$ cat config.mk
export PLATFORM = sky130hd
export DESIGN_NAME = bluejay_cmd_ctrl
export DESIGN_NICKNAME = d
export VERILOG_FILES = /design/src/rtl/bluejay_pkg.sv /design/src/rtl/bluejay_spi_shift.sv /design/src/rtl/bluejay_cmd_ctrl.sv
export SDC_FILE = /design/constraint.sdc
export NUM_CORES = 1
export LEC_CHECK = 0
export ABC_CLOCK_PERIOD_IN_PS = 8500
export BUFFER_PORTS_ARGS = -buffer_cell sky130_fd_sc_hd__buf_2
export CAP_MARGIN = 20
export CORE_ASPECT_RATIO = 0.6
export CORE_MARGIN = 4
export CORE_UTILIZATION = 25
export CTS_CLUSTER_SIZE = 30
export DETAILED_ROUTE_END_ITERATION = 12
export PLACE_DENSITY_LB_ADDON = 0.05
export SLEW_MARGIN = 20
export SYNTH_ARGS = -nofsm -noshare
export SYNTH_HDL_FRONTEND = slang
export SYNTH_SLANG_ARGS = --single-unit
$ cat constraint.sdc
create_clock -name i_Clock -period 8.5 [get_ports i_Clock]
set_input_delay 0.85 -clock i_Clock [delete_from_list [all_inputs] [get_ports i_Clock]]
set_output_delay 0.85 -clock i_Clock [all_outputs]
set_load 0.01 [all_outputs]
$ cat src/rtl/bluejay_pkg.sv
// Shared types and constants for the Bluejay command controller.
// Latency: n/a (declarations only).
// Backpressure: n/a.
package bluejay_pkg;

  typedef enum logic [2:0] {
    ST_IDLE,
    ST_ADDR,
    ST_DHI,
    ST_DLO,
    ST_SHIFT,
    ST_ACK,
    ST_ACK_WAIT
  } state_t;

  localparam logic [7:0] RESP_ACK      = 8'h06;
  localparam logic [7:0] RESP_NAK      = 8'h15;
  localparam int         FRAME_BITS    = 24;
  localparam int         RSVD_ADDR_BIT = 7;
  // 48 SCK edges plus the closing SEN rise, each one half-period apart.
  localparam int         FRAME_EDGES   = 2 * FRAME_BITS + 1;

endpackage

$ cat src/rtl/bluejay_spi_shift.sv
// Shifts one 24-bit frame MSB first over SEN/SCK/SDAT (SEN active low, SCK idle low).
// Latency: SEN falls the cycle after i_Start, rises 49*H cycles later with o_Done.
// Backpressure: i_Start is ignored while a frame is in flight.
// Ports: i_Clock/i_Reset, i_Start + i_Frame (frame load), o_SEN/o_SCK/o_SDAT (pins),
//        o_Last (combinational: frame ends at the next edge), o_Done (one-cycle strobe).
module bluejay_spi_shift
  import bluejay_pkg::*;
#(
  parameter int CLKS_PER_HALF_SCK = 25
) (
  input  logic                  i_Clock,
  input  logic                  i_Reset,
  input  logic                  i_Start,
  input  logic [FRAME_BITS-1:0] i_Frame,
  output logic                  o_SEN,
  output logic                  o_SCK,
  output logic                  o_SDAT,
  output logic                  o_Last,
  output logic                  o_Done
);

  localparam int             DW      = (CLKS_PER_HALF_SCK > 1) ? $clog2(CLKS_PER_HALF_SCK) : 1;
  localparam logic [DW-1:0]  DIV_MAX = DW'(CLKS_PER_HALF_SCK - 1);

  logic                  active_q, active_d;
  logic [DW-1:0]         div_q, div_d;
  logic [5:0]            edge_q, edge_d;
  // Bit 23 goes straight to SDAT on load, so only the remaining 23 bits are held.
  logic [FRAME_BITS-2:0] sr_q, sr_d;
  logic                  sen_q, sen_d;
  logic                  sck_q, sck_d;
  logic                  sdat_q, sdat_d;
  logic                  done_q, done_d;
  logic                  tick;
  logic [5:0]            edge_nxt;

  always_comb begin
    active_d = active_q;
    div_d    = div_q;
    edge_d   = edge_q;
    sr_d     = sr_q;
    sen_d    = sen_q;
    sck_d    = sck_q;
    sdat_d   = sdat_q;
    done_d   = 1'b0;
    tick     = active_q && (div_q == DIV_MAX);
    edge_nxt = edge_q + 6'd1;
    o_Last   = tick && (edge_nxt == 6'(FRAME_EDGES));

    if (i_Start && !active_q) begin
      active_d = 1'b1;
      div_d    = '0;
      edge_d   = '0;
      sr_d     = i_Frame[FRAME_BITS-2:0];
      sen_d    = 1'b0;
      sck_d    = 1'b0;
      sdat_d   = i_Frame[FRAME_BITS-1];
    end else if (active_q) begin
      div_d = tick ? '0 : div_q + 1'b1;
      if (tick) begin
        edge_d = edge_nxt;
        if (edge_nxt == 6'(FRAME_EDGES)) begin
          active_d = 1'b0;
          sen_d    = 1'b1;
          sck_d    = 1'b0;
          sdat_d   = 1'b0;
          done_d   = 1'b1;
        end else if (edge_nxt[0]) begin
          sck_d = 1'b1;
        end else begin
          // Falling edge: present the next bit so it is stable over the next rise.
          sck_d  = 1'b0;
          sdat_d = sr_q[FRAME_BITS-2];
          sr_d   = {sr_q[FRAME_BITS-3:0], 1'b0};
        end
      end
    end
  end

  always_ff @(posedge i_Clock or posedge i_Reset) begin
    if (i_Reset) begin
      active_q <= 1'b0;
      div_q    <= '0;
      edge_q   <= '0;
      sr_q     <= '0;
      sen_q    <= 1'b1;
      sck_q    <= 1'b0;
      sdat_q   <= 1'b0;
      done_q   <= 1'b0;
    end else begin
      active_q <= active_d;
      div_q    <= div_d;
      edge_q   <= edge_d;
      sr_q     <= sr_d;
      sen_q    <= sen_d;
      sck_q    <= sck_d;
      sdat_q   <= sdat_d;
      done_q   <= done_d;
    end
  end

  assign o_SEN  = sen_q;
  assign o_SCK  = sck_q;
  assign o_SDAT = sdat_q;
  assign o_Done = done_q;

endmodule

$ cat src/rtl/bluejay_cmd_ctrl.sv
// Parses SYNC/ADDR/DATA_HI/DATA_LO packets from uart_rx, writes them to Bluejay, answers ACK/NAK.
// Latency: SPI frame starts the cycle after DATA_LO; response strobe the cycle after frame end.
// Backpressure: response held until uart_tx idle; bytes arriving outside header parsing are dropped.
// Ports: i_Rx_DV/i_Rx_Byte (uart_rx), o_Tx_DV/o_Tx_Byte/i_Tx_Active/i_Tx_Done (uart_tx),
//        o_SEN/o_SCK/o_SDAT (Bluejay pins), o_Busy, o_Write_Count (completed writes, wraps).
module bluejay_cmd_ctrl
  import bluejay_pkg::*;
#(
  parameter int         CLKS_PER_HALF_SCK = 25,
  parameter int         TIMEOUT_CLKS      = 434000,
  parameter logic [7:0] SYNC_BYTE         = 8'hA5
) (
  input  logic        i_Clock,
  input  logic        i_Reset,
  input  logic        i_Rx_DV,
  input  logic [7:0]  i_Rx_Byte,
  output logic        o_Tx_DV,
  output logic [7:0]  o_Tx_Byte,
  input  logic        i_Tx_Active,
  input  logic        i_Tx_Done,
  output logic        o_SEN,
  output logic        o_SCK,
  output logic        o_SDAT,
  output logic        o_Busy,
  output logic [15:0] o_Write_Count
);

  localparam int            TW        = (TIMEOUT_CLKS > 1) ? $clog2(TIMEOUT_CLKS + 1) : 1;
  // Counting down from TIMEOUT_CLKS-1 to 0 spans exactly TIMEOUT_CLKS idle cycles.
  localparam logic [TW-1:0] TO_RELOAD = TW'(TIMEOUT_CLKS - 1);

  state_t          state_q, state_d;
  logic [TW-1:0]   to_q, to_d;
  logic [7:0]      addr_q, addr_d;
  logic [7:0]      dhi_q, dhi_d;
  logic [7:0]      resp_q, resp_d;
  logic            tx_dv_q, tx_dv_d;
  logic            busy_q, busy_d;
  logic [15:0]     write_count_q, write_count_d;

  logic                  spi_start;
  logic [FRAME_BITS-1:0] spi_frame;
  logic                  spi_last;
  logic                  spi_done;

  always_comb begin
    state_d       = state_q;
    to_d          = to_q;
    addr_d        = addr_q;
    dhi_d         = dhi_q;
    resp_d        = resp_q;
    tx_dv_d       = 1'b0;
    write_count_d = write_count_q;
    spi_start     = 1'b0;
    spi_frame     = {addr_q, dhi_q, i_Rx_Byte};

    case (state_q)
      ST_IDLE: begin
        if (i_Rx_DV && (i_Rx_Byte == SYNC_BYTE)) begin
          state_d = ST_ADDR;
          to_d    = TO_RELOAD;
        end
      end
      ST_ADDR: begin
        if (i_Rx_DV) begin
          addr_d  = i_Rx_Byte;
          state_d = ST_DHI;
          to_d    = TO_RELOAD;
        end else if (to_q == '0) begin
          state_d = ST_IDLE;
        end else begin
          to_d = to_q - 1'b1;
        end
      end
      ST_DHI: begin
        if (i_Rx_DV) begin
          dhi_d   = i_Rx_Byte;
          state_d = ST_DLO;
          to_d    = TO_RELOAD;
        end else if (to_q == '0) begin
          state_d = ST_IDLE;
        end else begin
          to_d = to_q - 1'b1;
        end
      end
      ST_DLO: begin
        if (i_Rx_DV) begin
          if (addr_q[RSVD_ADDR_BIT]) begin
            resp_d  = RESP_NAK;
            state_d = ST_ACK;
            tx_dv_d = !i_Tx_Active;
          end else begin
            spi_start = 1'b1;
            state_d   = ST_SHIFT;
          end
        end else if (to_q == '0) begin
          state_d = ST_IDLE;
        end else begin
          to_d = to_q - 1'b1;
        end
      end
      ST_SHIFT: begin
        if (spi_done) begin
          resp_d  = RESP_ACK;
          state_d = ST_ACK;
          tx_dv_d = !i_Tx_Active;
        end
      end
      ST_ACK: begin
        // The strobe is raised on the way into (or while waiting in) ACK so it is
        // a registered output; once it has been shown for a cycle, move on.
        if (tx_dv_q) begin
          state_d = ST_ACK_WAIT;
        end else begin
          tx_dv_d = !i_Tx_Active;
        end
      end
      ST_ACK_WAIT: begin
        if (i_Tx_Done) begin
          state_d = ST_IDLE;
        end
      end
      default: state_d = ST_IDLE;
    endcase

    // Count lands in the same cycle SEN rises.
    if (spi_last) begin
      write_count_d = write_count_q + 16'd1;
    end

    busy_d = (state_d != ST_IDLE);
  end

  always_ff @(posedge i_Clock or posedge i_Reset) begin
    if (i_Reset) begin
      state_q       <= ST_IDLE;
      to_q          <= '0;
      addr_q        <= '0;
      dhi_q         <= '0;
      resp_q        <= 8'h00;
      tx_dv_q       <= 1'b0;
      busy_q        <= 1'b0;
      write_count_q <= 16'h0000;
    end else begin
      state_q       <= state_d;
      to_q          <= to_d;
      addr_q        <= addr_d;
      dhi_q         <= dhi_d;
      resp_q        <= resp_d;
      tx_dv_q       <= tx_dv_d;
      busy_q        <= busy_d;
      write_count_q <= write_count_d;
    end
  end

  bluejay_spi_shift #(
    .CLKS_PER_HALF_SCK(CLKS_PER_HALF_SCK)
  ) u_spi (
    .i_Clock (i_Clock),
    .i_Reset (i_Reset),
    .i_Start (spi_start),
    .i_Frame (spi_frame),
    .o_SEN   (o_SEN),
    .o_SCK   (o_SCK),
    .o_SDAT  (o_SDAT),
    .o_Last  (spi_last),
    .o_Done  (spi_done)
  );

  assign o_Tx_DV       = tx_dv_q;
  assign o_Tx_Byte     = resp_q;
  assign o_Busy        = busy_q;
  assign o_Write_Count = write_count_q;

endmodule

Yosys cells after proc, flatten, opt, wreduce, memory -nomap -nowiden

Index checks and enable logic that the tools add are counted.

Output and inout port bits: 29
Input bits: 13
Register bits: 103

Equality and inequality tests: 17
Reduce and logical (&&, ||, !) cells: 23
Multiplexer cells: 60
$add $sub $neg: 4

Operators by type and width:

| cell                                                | number |
|---|---|
| two-way mux 23 bit                                  | 5 |
| two-way mux 19 bit                                  | 4 |
| one-hot mux 19 bit (3 select lines)                 | 1 |
| two-way mux 1 bit                                   | 30 |
| two-way mux 3 bit                                   | 8 |
| two-way mux 8 bit                                   | 3 |
| one-hot mux 3 bit (7 select lines)                  | 1 |
| logical NOT 19 bit                                  | 1 |
| subtractor 19 x 1 -> 19 bit, second input constant  | 1 |
| two-way mux 6 bit                                   | 3 |
| adder 16 x 1 -> 16 bit, second input constant       | 1 |
| one-hot mux 8 bit (2 select lines)                  | 1 |
| two-way mux 5 bit                                   | 3 |
| != test 2 bit, second input constant                | 5 |
| equality test 3 bit, second input constant          | 3 |
| AND reduction 3 bit                                 | 3 |
| equality test 8 bit, second input constant          | 1 |
| AND reduction 4 bit                                 | 2 |
| nonzero test 2 bit                                  | 4 |
| adder 6 x 1 -> 6 bit, second input constant         | 1 |
| equality test 3 x 2 -> 1 bit, second input constant | 2 |
| equality test 6 bit, second input constant          | 1 |
| AND reduction 2 bit                                 | 3 |
| nonzero test 3 bit                                  | 2 |
| 10 further kinds                                    | 15 |

Depth between registers and ports, before layout

Word-level depth: 6
Gate-level depth with buffers: 9

By module

A second synthesis with hierarchy kept.

Cells, all modules: 491
Area, all modules: 4946.0 um2

Modules (own cells, without submodules):

| module            | seq. area each (um2) | times used | cells an instance | area an instance (um2) |
|---|---|---|---|---|
| bluejay_cmd_ctrl  | 1476.4               | 1          | 294               | 3027.9 |
| bluejay_spi_shift | 977.2                | 1          | 197               | 1918.1 |

Worst setup path before layout

No wires, ideal clock.

Kind: input port to flip-flop
Start: input i_Rx_Byte[4]
End: register to_q[9]
Arrival time: 2483 ps
Setup time: 69 ps
Slack: 5948 ps
Required time: 8431 ps
Stages: 6
Cell sequence: nor4bb_1 > and3_1 > o21ai_0 > clkbuf_1 > or4_2 > nand3_1

Word-level cells in the longest chain between the ends: 4

Ends and longest elaborated chain:

| element                              | RTL line                | RTL |
|---|---|---|
| start: declaration                   | bluejay_cmd_ctrl.sv:16  | `input logic [7:0] i_Rx_Byte,` |
| equality test 8 bit                  | bluejay_cmd_ctrl.sv:59  | `if (i_Rx_DV && (i_Rx_Byte == SYNC_BYTE)) begin` |
| logical AND 1 bit                    | bluejay_cmd_ctrl.sv:59  |  |
| != test 2 bit (no source line)       | --                      |  |
| AND reduction 3 bit (no source line) | --                      |  |
| end signal: assignment               | bluejay_cmd_ctrl.sv:146 | `to_q <= to_d;` |
| end: declaration                     | bluejay_cmd_ctrl.sv:33  | `logic [TW-1:0] to_q, to_d;` |

Every way passes these cells.
A chain may end at the register's enable or synchronous reset.

Worst setup path in the final report

Start: register u_spi.div_q[0]
End: register u_spi.sr_q[8]

Word-level cells in the longest chain between the ends: 4

Ends and longest elaborated chain:

| element                              | RTL line                | RTL |
|---|---|---|
| start: declaration                   | bluejay_spi_shift.sv:26 | `logic [DW-1:0] div_q, div_d;` |
| start signal: assignment             | bluejay_spi_shift.sv:92 | `div_q <= div_d;` |
| equality test 5 bit                  | bluejay_spi_shift.sv:46 | `tick = active_q && (div_q == DIV_MAX);` |
| logical AND 1 bit                    | bluejay_spi_shift.sv:46 |  |
| nonzero test 2 bit (no source line)  | --                      |  |
| AND reduction 4 bit (no source line) | --                      |  |
| end signal: assignment               | bluejay_spi_shift.sv:94 | `sr_q <= sr_d;` |
| end: declaration                     | bluejay_spi_shift.sv:29 | `logic [FRAME_BITS-2:0] sr_q, sr_d;` |

Every way passes these cells.

==> impl_metrics.csv <==
group,metric,value,unit
global_route,grt_pass1_vias,3670,
clock_tree,clk_path_buf_depth,2,
clock_tree,numCtsBuffers,9,
clock_tree,cts.htree.levels,3,
layout,area_growth,15.13,%
sta,relSlewSlack,0.3489,
setup_path,worst_r2r_endpoint,"u_spi.sr_q[8]",
clock_tree,hold_buffers,0,
yosys,synth_area,4920,sq um
layout,drive_gt1_frac,0.1639,
yosys,ys.flop_type,"dfrtp_1",
placement,dpl.hpwl,9.330,mm
yosys,synth_seq_area_share,0.4987,
clock_tree,clock_latency,0.36,ns
sta,fin_crit_sh,0.3415,
layout,final_common_cell,"dfrtp_1",
pwr,leakage,2.388,nW
setup_path,arrival,3.11,ns
setup_path,ff2ff_path_depth,7,
yosys,post_synth_inst_count,510,
pwr,p_total,0.001646,W
floorplan,core_area,19180,sq um
routing,ant_nets,0,
floorplan,initial_core_util,0.2565,
floorplan,io_pins,42,
clock_tree,clockRootBuffer,"clkbuf_16",
yosys,yosysTopAreaCell,"dfrtp_1",
clock_tree,cts_tree,"done",
floorplan,row_count,39,
placement,portBuffers,37,
pwr,vdd_drop_max,0.00009763,V
status,status,"finished clean",
setup_path,cp.required,8.70,ns
sta,final.min_clock_period,2.903,ns
setup_path,slowest_delay,0.82,ns
setup_path,cp_num_cells,7,
yosys,ys_warn_count,0,
floorplan,die-area,22060,sq um
sta,skew,0.01012,ns
yosys,yosys.area.top_type_share,0.4934,
setup_path,cp_cell_sequence,"inv_1 -> ha_1 -> nand4_1 -> nor2_1 -> buf_4 -> and2_1 -> o211ai_1",
clock_tree,cts.sinks,98,
setup_path,r2r_start,"u_spi.div_q[0]",
global_route,antenna_found_initial,0,
yosys,ys_types,54,
yosys,async_reset_ff_frac,1.000,
routing,post-route-drc-count,0,
yosys,synth_edf_count,0,
sta,finalSetupViolations,0,
flow_run,maxCapViolations,0,
clock_tree,ctsResizeCount,0,
sta,worst_pin_slew,0.9767,ns
clock_tree,post-cts-setup-buffers,0,
yosys,avgSynthCellArea,9.647,sq um
placement,place.gp.congestion,0.7196,
setup_path,startpoint,"u_spi.div_q[0]",
routing,wl,13.62,mm
layout,n_fill_cell,2033,
setup_path,path_max_fanout,24,
sta,hold_viol,0,
routing,via_per_inst,4.843,
pwr,cellPowerDensity,290.7,nW/um^2
layout,fin_nets,552,
setup_path,critPathSlowestCell,"and2_1",
setup_path,cp-start-kind,"flop",
yosys,synth-seq-cells,98,
global_route,grt_pass1_wl,22.09,mm
routing,dr.pass1.iters,5,
sta,drv_slew,0,
setup_path,crit_family,"simple AND/OR/NAND/NOR gates",
setup_path,r2r_setup_slack,5.60,ns
floorplan,die_w,189.1,microns
global_route,track_usage,0.1299,
floorplan,die_h,116.7,microns
hold_path,hold_path.class,"flop to flop",
routing,drt_iter0_drc,223,
clock_tree,clkTransAtPathRegs,0.08,ns
yosys,synth_area_leaders,"dfrtp_1 (49%), nand2_1 (5.7%), nand3_1 (4.3%), mux2_2 (3.9%), o211ai_1 (3.5%)",
global_route,gr-total-overflow,0,
routing,wl_per_cell,16.96,microns
global_route,grt_max_degree,51,
layout,antenna_cells,0,
setup_path,crit_buf_inv,2,
setup_path,cp-endpoint,"u_spi.sr_q[8]",
sta,rsz0062_at_grt,"false",
sta,clock.fmax,0.3445,GHz
setup_path,path_class,"flop to flop",
sta,setup_tns,0,ns
setup_path,crit_path_end_kind,"flop",
layout,final_cell_mix,"dfrtp_1 (97), nand2_1 (75), nand3_1 (42)",
routing,vias,3889,
## cell type report
type,instances,area (sq um),share of cell area
Clock buffer,9,225.2,0.03976
Clock inverter,7,86.33,0.01524
Sequential cell,98,2454,0.4332
Timing Repair Buffer,43,230.2,0.04065
Tap cell,266,332.8,0.05876
Inverter,10,40.04,0.007069
Multi-Input combinational cell,370,2296,0.4053
## flip-flops by register name (all words and copies together) (netlist names)
signal,flops
u_spi.sr_q,23
to_q,19
o_Write_Count,16
addr_q,8
dhi_q,8
u_spi.edge_q,6
u_spi.div_q,5
o_Tx_Byte,3
state_q,3
o_Busy,1
o_Tx_DV,1
u_spi.active_q,1
u_spi.o_Done,1
u_spi.o_SCK,1
u_spi.o_SDAT,1
u_spi.o_SEN,1
## per-stage QoR
step / worst slack (ns) / cells / cell area (sq um) / util / hold WS (ns)
finish: 5.597 / 803 / 5664 / 0.2954 / 0.4794
global route: 5.164 / 803 / 5664 / 0.2954 / 0.4910
CTS: 5.511 / 803 / 5664 / 0.2954 / 0.4806
detailed placement: 5.480 / 787 / 5353 / 0.2791 / 0.4696
global placement: 5.493 / 787 / 5353 / 0.2791 / 0.4560
floorplan: 5.090 / 513 / 4931 / - / 0.4621
## how the worst min path moves through the flow
stage               cells past startpoint                 to         startpoint  slack, ns
global placement                        2       o_Tx_Byte[2]       o_Tx_Byte[2]       0.46
floorplan                               2           to_q[16]           to_q[16]       0.46
finish                                  1  o_Write_Count[15]  o_Write_Count[15]       0.48
global route                            1  o_Write_Count[15]  o_Write_Count[15]       0.49
detailed placement                      1  o_Write_Count[15]  o_Write_Count[15]       0.47
CTS                                     1  o_Write_Count[15]  o_Write_Count[15]       0.48
## power breakdown
part | internal (W) | switching (W)
clock network | 0.000234 | 0.000203
logic | 0.000196 | 0.000262
registers | 0.000616 | 0.000135
## per-layer routing
metal  routed length [microns]  global-route usage  vias to the layer above
met4                       103             0.03057                        0
met2                      5337              0.1701                       76
met5                         0                   0                        -
li1                          -                   -                     1868
met1                      7635              0.2063                     1936
met3                       544             0.03554                        9
## logic make-up after synthesis
group / share of synthesized area
other: 0.0007622
and+or+nand+nor: 0.2411
xor gates and xnor gates: 0.03739
muxes: 0.04705
buffers and inverters: 0.03866
adders and majority gates: 0.01780
AOI/OAI and AO/OA: 0.1185
DFF: 0.4987
## cells in the mapped netlist (all sizes together), types with 4 or more instances
library cell   n
clkbuf        27
o21ai         21
or4           11
buf            8
xnor2          7
and3           6
nand3         42
o211ai        23
a21oi          8
xor2          14
mux2i          4
inv           10
nor2          33
nor4           7
nand4         12
nand2b         8
o31ai          6
nor3           9
a31oi          5
nand2         75
nor2b          4
ha             7
and4           5
mux2          17
dfrtp         97
or3            5
Power figures use the tool's default switching activity.
